### config.mk
export PLATFORM = sky130hd
export DESIGN_NAME = btn_press_ctrl
export DESIGN_NICKNAME = d
export VERILOG_FILES = /design/src/rtl/btn_press_ctrl.sv
export SDC_FILE = /design/constraint.sdc
export NUM_CORES = 1
export LEC_CHECK = 0
export ABC_CLOCK_PERIOD_IN_PS = 5400
export CAP_MARGIN = 40
export CELL_PAD_IN_SITES_DETAIL_PLACEMENT = 1
export CELL_PAD_IN_SITES_GLOBAL_PLACEMENT = 1
export CORE_MARGIN = 3
export CORE_UTILIZATION = 52
export DETAILED_ROUTE_END_ITERATION = 10
export GPL_TIMING_DRIVEN = 0
export PLACE_DENSITY_LB_ADDON = 0.05
export SETUP_SLACK_MARGIN = 0.5
export SYNTH_ARGS = -nofsm -noshare
export SYNTH_HDL_FRONTEND = slang
export SYNTH_SLANG_ARGS = --single-unit
### constraint.sdc
create_clock -name clk -period 5.4 [get_ports clk]
set_input_delay 1.35 -clock clk [delete_from_list [all_inputs] [get_ports clk]]
set_output_delay 1.35 -clock clk [all_outputs]
set_load 0.03 [all_outputs]
### src/rtl/btn_press_ctrl.sv
// Four-button press classifier: SHORT / LONG / REPEAT events per button,
// queued per button and handed to a single valid/ready command port round-robin.
module btn_press_ctrl #(
    parameter int TICK_DIV  = 100_000,
    parameter int LONG_MS   = 1000,
    parameter int REPEAT_MS = 200
) (
    input  logic       clk,
    input  logic       reset,
    input  logic [3:0] i_btn_lvl,
    input  logic       i_cmd_ready,
    output logic       o_cmd_valid,
    output logic [1:0] o_cmd_btn,
    output logic [1:0] o_cmd_type,
    output logic       o_overrun
);

    localparam int NB       = 4;
    localparam int TW       = (TICK_DIV > 1) ? $clog2(TICK_DIV) : 1;
    localparam int HOLD_MAX = (LONG_MS > REPEAT_MS) ? LONG_MS : REPEAT_MS;
    localparam int HW       = $clog2(HOLD_MAX + 1);

    localparam logic [TW-1:0] TICK_LAST   = TW'(TICK_DIV - 1);
    localparam logic [HW-1:0] LONG_LAST   = HW'(LONG_MS - 1);
    localparam logic [HW-1:0] REPEAT_LAST = HW'(REPEAT_MS - 1);

    typedef enum logic [1:0] {
        ST_IDLE,
        ST_PRESSED,
        ST_HELD
    } btn_state_e;

    typedef enum logic [1:0] {
        CMD_SHORT  = 2'b00,
        CMD_LONG   = 2'b01,
        CMD_REPEAT = 2'b10
    } cmd_type_e;

    // ------------------------------------------------------------------
    // 1 ms tick
    // ------------------------------------------------------------------
    logic [TW-1:0] tick_cnt;
    logic          tick;

    assign tick = (tick_cnt == TICK_LAST);

    // NOTE: sequential state is always updated with <= so every flop samples
    // the pre-edge value of its neighbours, independent of statement order.
    always_ff @(posedge clk or posedge reset) begin
        if (reset) begin
            tick_cnt <= '0;
        end else if (tick) begin
            tick_cnt <= '0;
        end else begin
            tick_cnt <= tick_cnt + 1'b1;
        end
    end

    // ------------------------------------------------------------------
    // Edge detection
    // ------------------------------------------------------------------
    logic [NB-1:0] prev_lvl;
    logic [NB-1:0] press_evt;
    logic [NB-1:0] rel_evt;

    assign press_evt = i_btn_lvl & ~prev_lvl;
    assign rel_evt   = ~i_btn_lvl & prev_lvl;

    always_ff @(posedge clk or posedge reset) begin
        if (reset) begin
            prev_lvl <= '0;
        end else begin
            prev_lvl <= i_btn_lvl;
        end
    end

    // ------------------------------------------------------------------
    // Per-button press classifier
    // ------------------------------------------------------------------
    btn_state_e    state_q  [NB];
    logic [HW-1:0] hold_cnt [NB];

    always_ff @(posedge clk or posedge reset) begin
        if (reset) begin
            for (int b = 0; b < NB; b++) begin
                state_q[b]  <= ST_IDLE;
                hold_cnt[b] <= '0;
            end
        end else begin
            for (int b = 0; b < NB; b++) begin
                case (state_q[b])
                    ST_IDLE: begin
                        if (press_evt[b]) begin
                            state_q[b]  <= ST_PRESSED;
                            hold_cnt[b] <= '0;
                        end
                    end
                    ST_PRESSED: begin
                        // A release always beats a coinciding terminal tick.
                        if (rel_evt[b]) begin
                            state_q[b] <= ST_IDLE;
                        end else if (tick) begin
                            if (hold_cnt[b] == LONG_LAST) begin
                                state_q[b]  <= ST_HELD;
                                hold_cnt[b] <= '0;
                            end else begin
                                hold_cnt[b] <= hold_cnt[b] + 1'b1;
                            end
                        end
                    end
                    ST_HELD: begin
                        if (rel_evt[b]) begin
                            state_q[b] <= ST_IDLE;
                        end else if (tick) begin
                            if (hold_cnt[b] == REPEAT_LAST) begin
                                hold_cnt[b] <= '0;
                            end else begin
                                hold_cnt[b] <= hold_cnt[b] + 1'b1;
                            end
                        end
                    end
                    default: begin
                        state_q[b] <= ST_IDLE;
                    end
                endcase
            end
        end
    end

    // Event decode mirrors the transitions above.
    logic [NB-1:0] ev_raise;
    cmd_type_e     ev_type [NB];

    // NOTE: every always_comb output gets a default before any branch, so no
    // path leaves it unassigned and no latch is inferred.
    always_comb begin
        ev_raise = '0;
        for (int b = 0; b < NB; b++) begin
            ev_type[b] = CMD_SHORT;
            case (state_q[b])
                ST_PRESSED: begin
                    if (rel_evt[b]) begin
                        ev_raise[b] = 1'b1;
                        ev_type[b]  = CMD_SHORT;
                    end else if (tick && (hold_cnt[b] == LONG_LAST)) begin
                        ev_raise[b] = 1'b1;
                        ev_type[b]  = CMD_LONG;
                    end
                end
                ST_HELD: begin
                    if (!rel_evt[b] && tick && (hold_cnt[b] == REPEAT_LAST)) begin
                        ev_raise[b] = 1'b1;
                        ev_type[b]  = CMD_REPEAT;
                    end
                end
                default: begin
                    ev_raise[b] = 1'b0;
                end
            endcase
        end
    end

    // ------------------------------------------------------------------
    // Round-robin grant into the output register
    // ------------------------------------------------------------------
    logic [NB-1:0] pend_q;
    cmd_type_e     pend_type_q [NB];
    logic [1:0]    last_grant;
    logic          out_free;
    logic          grant_any;
    logic [1:0]    grant_idx;
    logic [1:0]    rr_cand;
    logic [NB-1:0] grant_oh;

    always_comb begin
        out_free  = ~o_cmd_valid | i_cmd_ready;
        grant_any = 1'b0;
        grant_idx = '0;
        rr_cand   = '0;
        for (int k = 1; k <= NB; k++) begin
            rr_cand = last_grant + 2'(k);
            if (out_free && !grant_any && pend_q[rr_cand]) begin
                grant_any = 1'b1;
                grant_idx = rr_cand;
            end
        end
    end

    assign grant_oh = grant_any ? (4'b0001 << grant_idx) : '0;

    always_ff @(posedge clk or posedge reset) begin
        if (reset) begin
            // NOTE: the pending-type array is only four small registers, so it is
            // reset along with everything else rather than left undefined.
            for (int b = 0; b < NB; b++) begin
                pend_type_q[b] <= CMD_SHORT;
            end
            pend_q      <= '0;
            last_grant  <= 2'd3;
            o_cmd_valid <= 1'b0;
            o_cmd_btn   <= '0;
            o_cmd_type  <= '0;
            o_overrun   <= 1'b0;
        end else begin
            // A new event outranks a same-cycle grant, so it survives the clear.
            for (int b = 0; b < NB; b++) begin
                if (ev_raise[b]) begin
                    pend_q[b]      <= 1'b1;
                    pend_type_q[b] <= ev_type[b];
                end else if (grant_oh[b]) begin
                    pend_q[b] <= 1'b0;
                end
            end

            if (|(ev_raise & pend_q & ~grant_oh)) begin
                o_overrun <= 1'b1;
            end

            if (grant_any) begin
                o_cmd_valid <= 1'b1;
                o_cmd_btn   <= grant_idx;
                o_cmd_type  <= pend_type_q[grant_idx];
                last_grant  <= grant_idx;
            end else if (out_free) begin
                o_cmd_valid <= 1'b0;
            end
        end
    end

endmodule

# Word-level counts from Yosys, hierarchy flattened
# Cells that the tools add are included.
totals:
  regBits: 89
  latchBits: 0
  mem_bits_rw: 0
  rom_bits: 0
  out_inout_bits: 6
  n_memories: 0
op_classes:
  addsub: 8
  mul: 0
  div: 0
  order_cmp: 5
  eq_ne: 49
  shift: 1
  muxes: 119
  bitwise: 10
  reduce_logical: 48
ops:
  columns: ["op", "n"]
  rows:
  - ["10-bit 2-to-1 mux", 28]
  - ["10-bit one-hot mux with 3 select lines", 4]
  - ["2-bit 2-to-1 mux", 30]
  - ["2-bit inequality test, second input constant", 24]
  - ["10-bit by 1-bit adder with 10-bit output, second input constant", 4]
  - ["10-bit equality test, second input constant", 4]
  - ["10-bit by 8-bit equality test with 1-bit output, second input constant", 4]
  - ["1-bit 2-to-1 mux", 38]
  - ["3-bit inequality test, second input constant", 8]
  - ["2-bit one-hot mux with 3 select lines", 4]
  - ["6-bit AND reduction", 4]
  - ["1-bit logical AND", 19]
  - ["17-bit by 1-bit adder with 17-bit output, second input constant", 1]
  - ["17-bit equality test, second input constant", 1]
  - ["17-bit 2-to-1 mux", 1]
  - ["4-bit AND", 4]
  - ["2-bit one-hot mux with 2 select lines", 4]
  - ["4-bit AND reduction", 4]
  - ["2-bit by 3-bit < comparator with 1-bit output, second input constant", 4]
  - ["4-bit inverter", 3]
  - ["3-bit nonzero test", 4]
  - ["2-bit nonzero test", 5]
  - ["1-bit binary-select mux with 2-bit select", 4]
  - ["2-bit by 1-bit equality test with 1-bit output, second input constant", 4]
  - ["14 further kinds", 30]

# Logic depth before layout (Yosys ltp)
depth:
  depth_word: 22
  depth_mapped: 11

# Worst setup path after synthesis
# Ideal clock, no wire load.
synth_timing:
  path_kind: "input-to-reg"
  start: "in i_cmd_ready"
  end: "reg o_cmd_type[0]"
  t_arrival_ps: 2745
  path_slack_ps: 2551
  path_stages: 6
  path_buffers: 0
  path_cell_list: "nand2b_1 -> and3_1 -> nor4_2 -> or2_2 -> nor2_1 -> a221oi_1"
synth_between:
  elab_chain_len: 19
synth_lines:
  columns: ["element", "line_no", "rtl"]
  rows:
  - ["from (decl)", "11", "input logic i_cmd_ready,"]
  - ["1-bit OR *", "176", "out_free = ~o_cmd_valid | i_cmd_ready;"]
  - ["1-bit logical AND", "182", "if (out_free && !grant_any && pend_q[rr_cand]) begin"]
  - ["1-bit 2-to-1 mux", "182", null]
  - ["1-bit zero test", "182", null]
  - ["1-bit logical AND (2 in series)", "182", null]
  - ["1-bit 2-to-1 mux", "182", null]
  - ["1-bit zero test", "182", null]
  - ["1-bit logical AND (2 in series)", "182", null]
  - ["1-bit 2-to-1 mux", "182", null]
  - ["1-bit zero test", "182", null]
  - ["1-bit logical AND (2 in series)", "182", null]
  - ["2-bit 2-to-1 mux", "182", null]
  - ["2-bit inverter with 3-bit output (implied by the code)", "222", "o_cmd_type <= pend_type_q[grant_idx];"]
  - ["2-bit binary-select mux with 2-bit select", "222", null]
  - ["2-bit 2-to-1 mux (implied by the code) (2 in series)", "222", null]
  - ["to (signal assigned)", "222", null]
  - ["to (decl)", "14", "output logic [1:0] o_cmd_type,"]
# Mark *: on every way between the ends. The rest lies on a longest branch, timed or not. The select of a mux whose other input is x is not followed.
# A chain may end at the register's enable or synchronous reset.

# Worst setup path after layout
# Ends and elaborated chain as after synthesis.

==> impl_metrics.env <==
export IMPL_start_kind="primary input"
export IMPL_setup_viol=0
export IMPL_gr_total_overflow=0
export IMPL_initial_core_util_pct=54.33
export IMPL_cp_end_kind="register"
export IMPL_cts_buffers=9
export IMPL_min_path_type="register to register"
export IMPL_rows=35
export IMPL_ys_ff_latch=89
export IMPL_fin_util_pct=59.71
export IMPL_post_dp_hpwl_mm=8.542
export IMPL_maxSlewViolCount=0
export IMPL_grt_pass1_wl_mm=21.36
export IMPL_holdWs_ns=0.4874
export IMPL_syn2layout_area_growth_pct=9.907
export IMPL_drive_above_1_share_pct=8.893
export IMPL_cts_tree="done"
export IMPL_synth_edf_count=0
export IMPL_async_flop_share_pct=100.0
export IMPL_postSynthAreaPerCell_um2=9.005
export IMPL_status="completed"
export IMPL_arrival_ns=3.60
export IMPL_final_setup_tns_ns=0
export IMPL_die_x_um=105.2
export IMPL_power_total_uw=2288
export IMPL_rsz0062_at_grt="false"
export IMPL_critPathMaxFanout=9
export IMPL_grt_max_degree=60
export IMPL_drt_initial_drc_count=132
export IMPL_leakagePower_uw=0.002449
export IMPL_drc=0
export IMPL_dieArea_mm2=0.01106
export IMPL_cp_required_ns=5.65
export IMPL_cts_resized=0
export IMPL_viasPerCell=5.877
export IMPL_vias=4261
export IMPL_core_area_mm2=0.009415
export IMPL_slew_headroom_pct=39.74
export IMPL_clock_fmax_ghz=0.2992
export IMPL_final_net_count=618
export IMPL_synthFlopType="dfrtp_1"
export IMPL_worst_pin_slew_ns=0.8964
export IMPL_finalCritPeriodShare_pct=61.90
export IMPL_totalWireLength_mm=11.87
export IMPL_min_period_ns=3.343
export IMPL_fin_skew_ns=0.01209
export IMPL_clock_latency_ns=0.36
export IMPL_cts_hold_buf=0
export IMPL_max_cap_violations=0
export IMPL_diodes=0
export IMPL_cts_root_buf="clkbuf_8"
export IMPL_h_tree_depth=3
export IMPL_hold_viol=0
export IMPL_track_usage_pct=23.17
export IMPL_yosys_warnings=0
export IMPL_syn_inst=568
export IMPL_grt_pass1_vias=4547
export IMPL_port_buffers=12
export IMPL_first_pass_iters=4
export IMPL_stdcell_count=725
export IMPL_netlist_cell_type_count=66
export IMPL_ioPinCount=13
export IMPL_wl_per_cell_um=16.38
export IMPL_ir_drop_mv=0.2069
export IMPL_yosysSeqAreaShare_pct=43.59
export IMPL_dpl_cell_count=710
export IMPL_layout_common_cells="dfrtp_1, nand2_1, o21ai_0"
export IMPL_cts_sinks=89
export IMPL_syn_area_mm2=0.005115
export IMPL_gp_congestion=0.8852
export IMPL_syn_nets=594
export IMPL_mostFrequentLayoutCell="dfrtp_1"
export IMPL_chipHeight_um=105.2
export IMPL_postCtsSetupBuffers=0
export IMPL_clock_path_buffers=2
export IMPL_antenna_found_initial=0
export IMPL_path_clk_slew_ns=0.08
export IMPL_worstSetupPathType="primary input to register"
export IMPL_cellPowerDensity_mw_per_mm2=406.9
export IMPL_ant_nets=0
[worst max-delay path, cell delays in order]
cell,delay [ns]
clkdlybuf4s50_1,0.43
nand2b_1,0.26
and3_1,0.26
nor4_2,0.80
or2_2,0.25
nor2_1,0.05
a221oi_1,0.20
[worst paths after layout]
check	slack, ns	from	endpoint	cells past startpoint
worst max-delay path	2.06	i_cmd_ready	o_cmd_type[0]$_DFFE_PP0P_	7
worst min-delay path	0.49	o_cmd_btn[1]$_DFFE_PP0P_	o_cmd_btn[1]$_DFFE_PP0P_	2
worst max register to register	2.76	last_grant[0]$_DFFE_PP1P_	o_cmd_type[0]$_DFFE_PP0P_	7
worst min register to register	0.49	o_cmd_btn[1]$_DFFE_PP0P_	o_cmd_btn[1]$_DFFE_PP0P_	2
max in group asynchronous	3.37	reset	last_grant[1]$_DFFE_PP1P_	3
min in group asynchronous	1.35	reset	tick_cnt[13]$_DFF_PP0_	2
[flip-flops by register name (all words and copies together), names as in the netlist]
register	flops
state_q	8
o_overrun	1
o_cmd_valid	1
o_cmd_btn	2
pend_type_q	8
tick_cnt	17
o_cmd_type	2
prev_lvl	4
hold_cnt	40
last_grant	2
pend_q	4
[metrics by stage]
step	instance area, um2	setup WS [ns]
floorplan	5115	1.746
global placement	5396	0.2832
detailed placement	5426	1.657
CTS	5622	2.050
global route	5622	1.911
finish	5622	2.057
[cell usage after synthesis, types with 2 or more instances]
| library cell | instances | area, um2 |
|---|---|---|
| a21o_1 | 4 | 30.03 |
| a21oi_1 | 21 | 105.1 |
| a221oi_1 | 2 | 17.52 |
| and2_1 | 5 | 31.28 |
| and3_1 | 17 | 106.4 |
| and4_1 | 2 | 17.52 |
| buf_2 | 6 | 30.03 |
| clkbuf_1 | 6 | 22.52 |
| dfrtp_1 | 87 | 2177 |
| dfstp_2 | 2 | 52.55 |
| ha_1 | 19 | 237.7 |
| inv_1 | 28 | 105.1 |
| mux2_2 | 5 | 56.30 |
| mux2i_1 | 8 | 80.08 |
| nand2_1 | 69 | 259.0 |
| nand2b_1 | 15 | 93.84 |
| nand3_1 | 30 | 150.1 |
| nand4_1 | 15 | 93.84 |
| nor2_1 | 51 | 191.4 |
| nor2b_1 | 9 | 56.30 |
| nor3_1 | 14 | 70.07 |
| nor4_1 | 6 | 37.54 |
| nor4b_4 | 2 | 47.55 |
| nor4bb_1 | 2 | 20.02 |
| o2111ai_1 | 2 | 17.52 |
| o211ai_1 | 6 | 45.04 |
| o21a_1 | 2 | 15.01 |
| o21ai_0 | 57 | 285.3 |
| o22ai_1 | 4 | 25.02 |
| o31ai_1 | 15 | 112.6 |
| or2_2 | 3 | 18.77 |
| or3_1 | 3 | 18.77 |
| or4_1 | 2 | 15.01 |
| xnor2_1 | 12 | 105.1 |
| xor2_1 | 6 | 52.55 |
[cell type report]
cell class              instances  area (um2)
well taps                     129       161.4
clock inverters                 3       40.04
fillers                      1133        3794
clock buffers                  12       155.1
repair buffers                 13       147.6
multi-input cells             437        2715
flip-flops and latches         89        2230
plain buffers                  14       65.06
inverters                      28       107.6
[logic make-up (layout without fill, tap and decap cells)]
family	after synthesis	count (layout)	synth area share (%)
xor gates and xnor gates	18	18	3.082
and+or+nand+nor	256	256	26.32
AOI/OAI and AO/OA	129	129	15.88
muxes	14	14	2.960
adders and majority gates	20	20	4.843
buffers and inverters	42	70	3.327
DFF	89	89	43.59
[where the power goes]
| part | internal [uW] | switching (uW) |
|---|---|---|
| registers | 778 | 102 |
| clock network | 236 | 232 |
| logic | 357 | 583 |
| total | 1370 | 917 |
[routing by layer]
layer	part of all wire, %	track usage [%]	vias to the layer above
met5	0	0	-
met4	1.2	7.310	0
met3	1.7	2.965	11
met2	50	39.53	34
met1	47	30.56	2144
li1	-	-	2072
(Power assumes the default switching activity.)
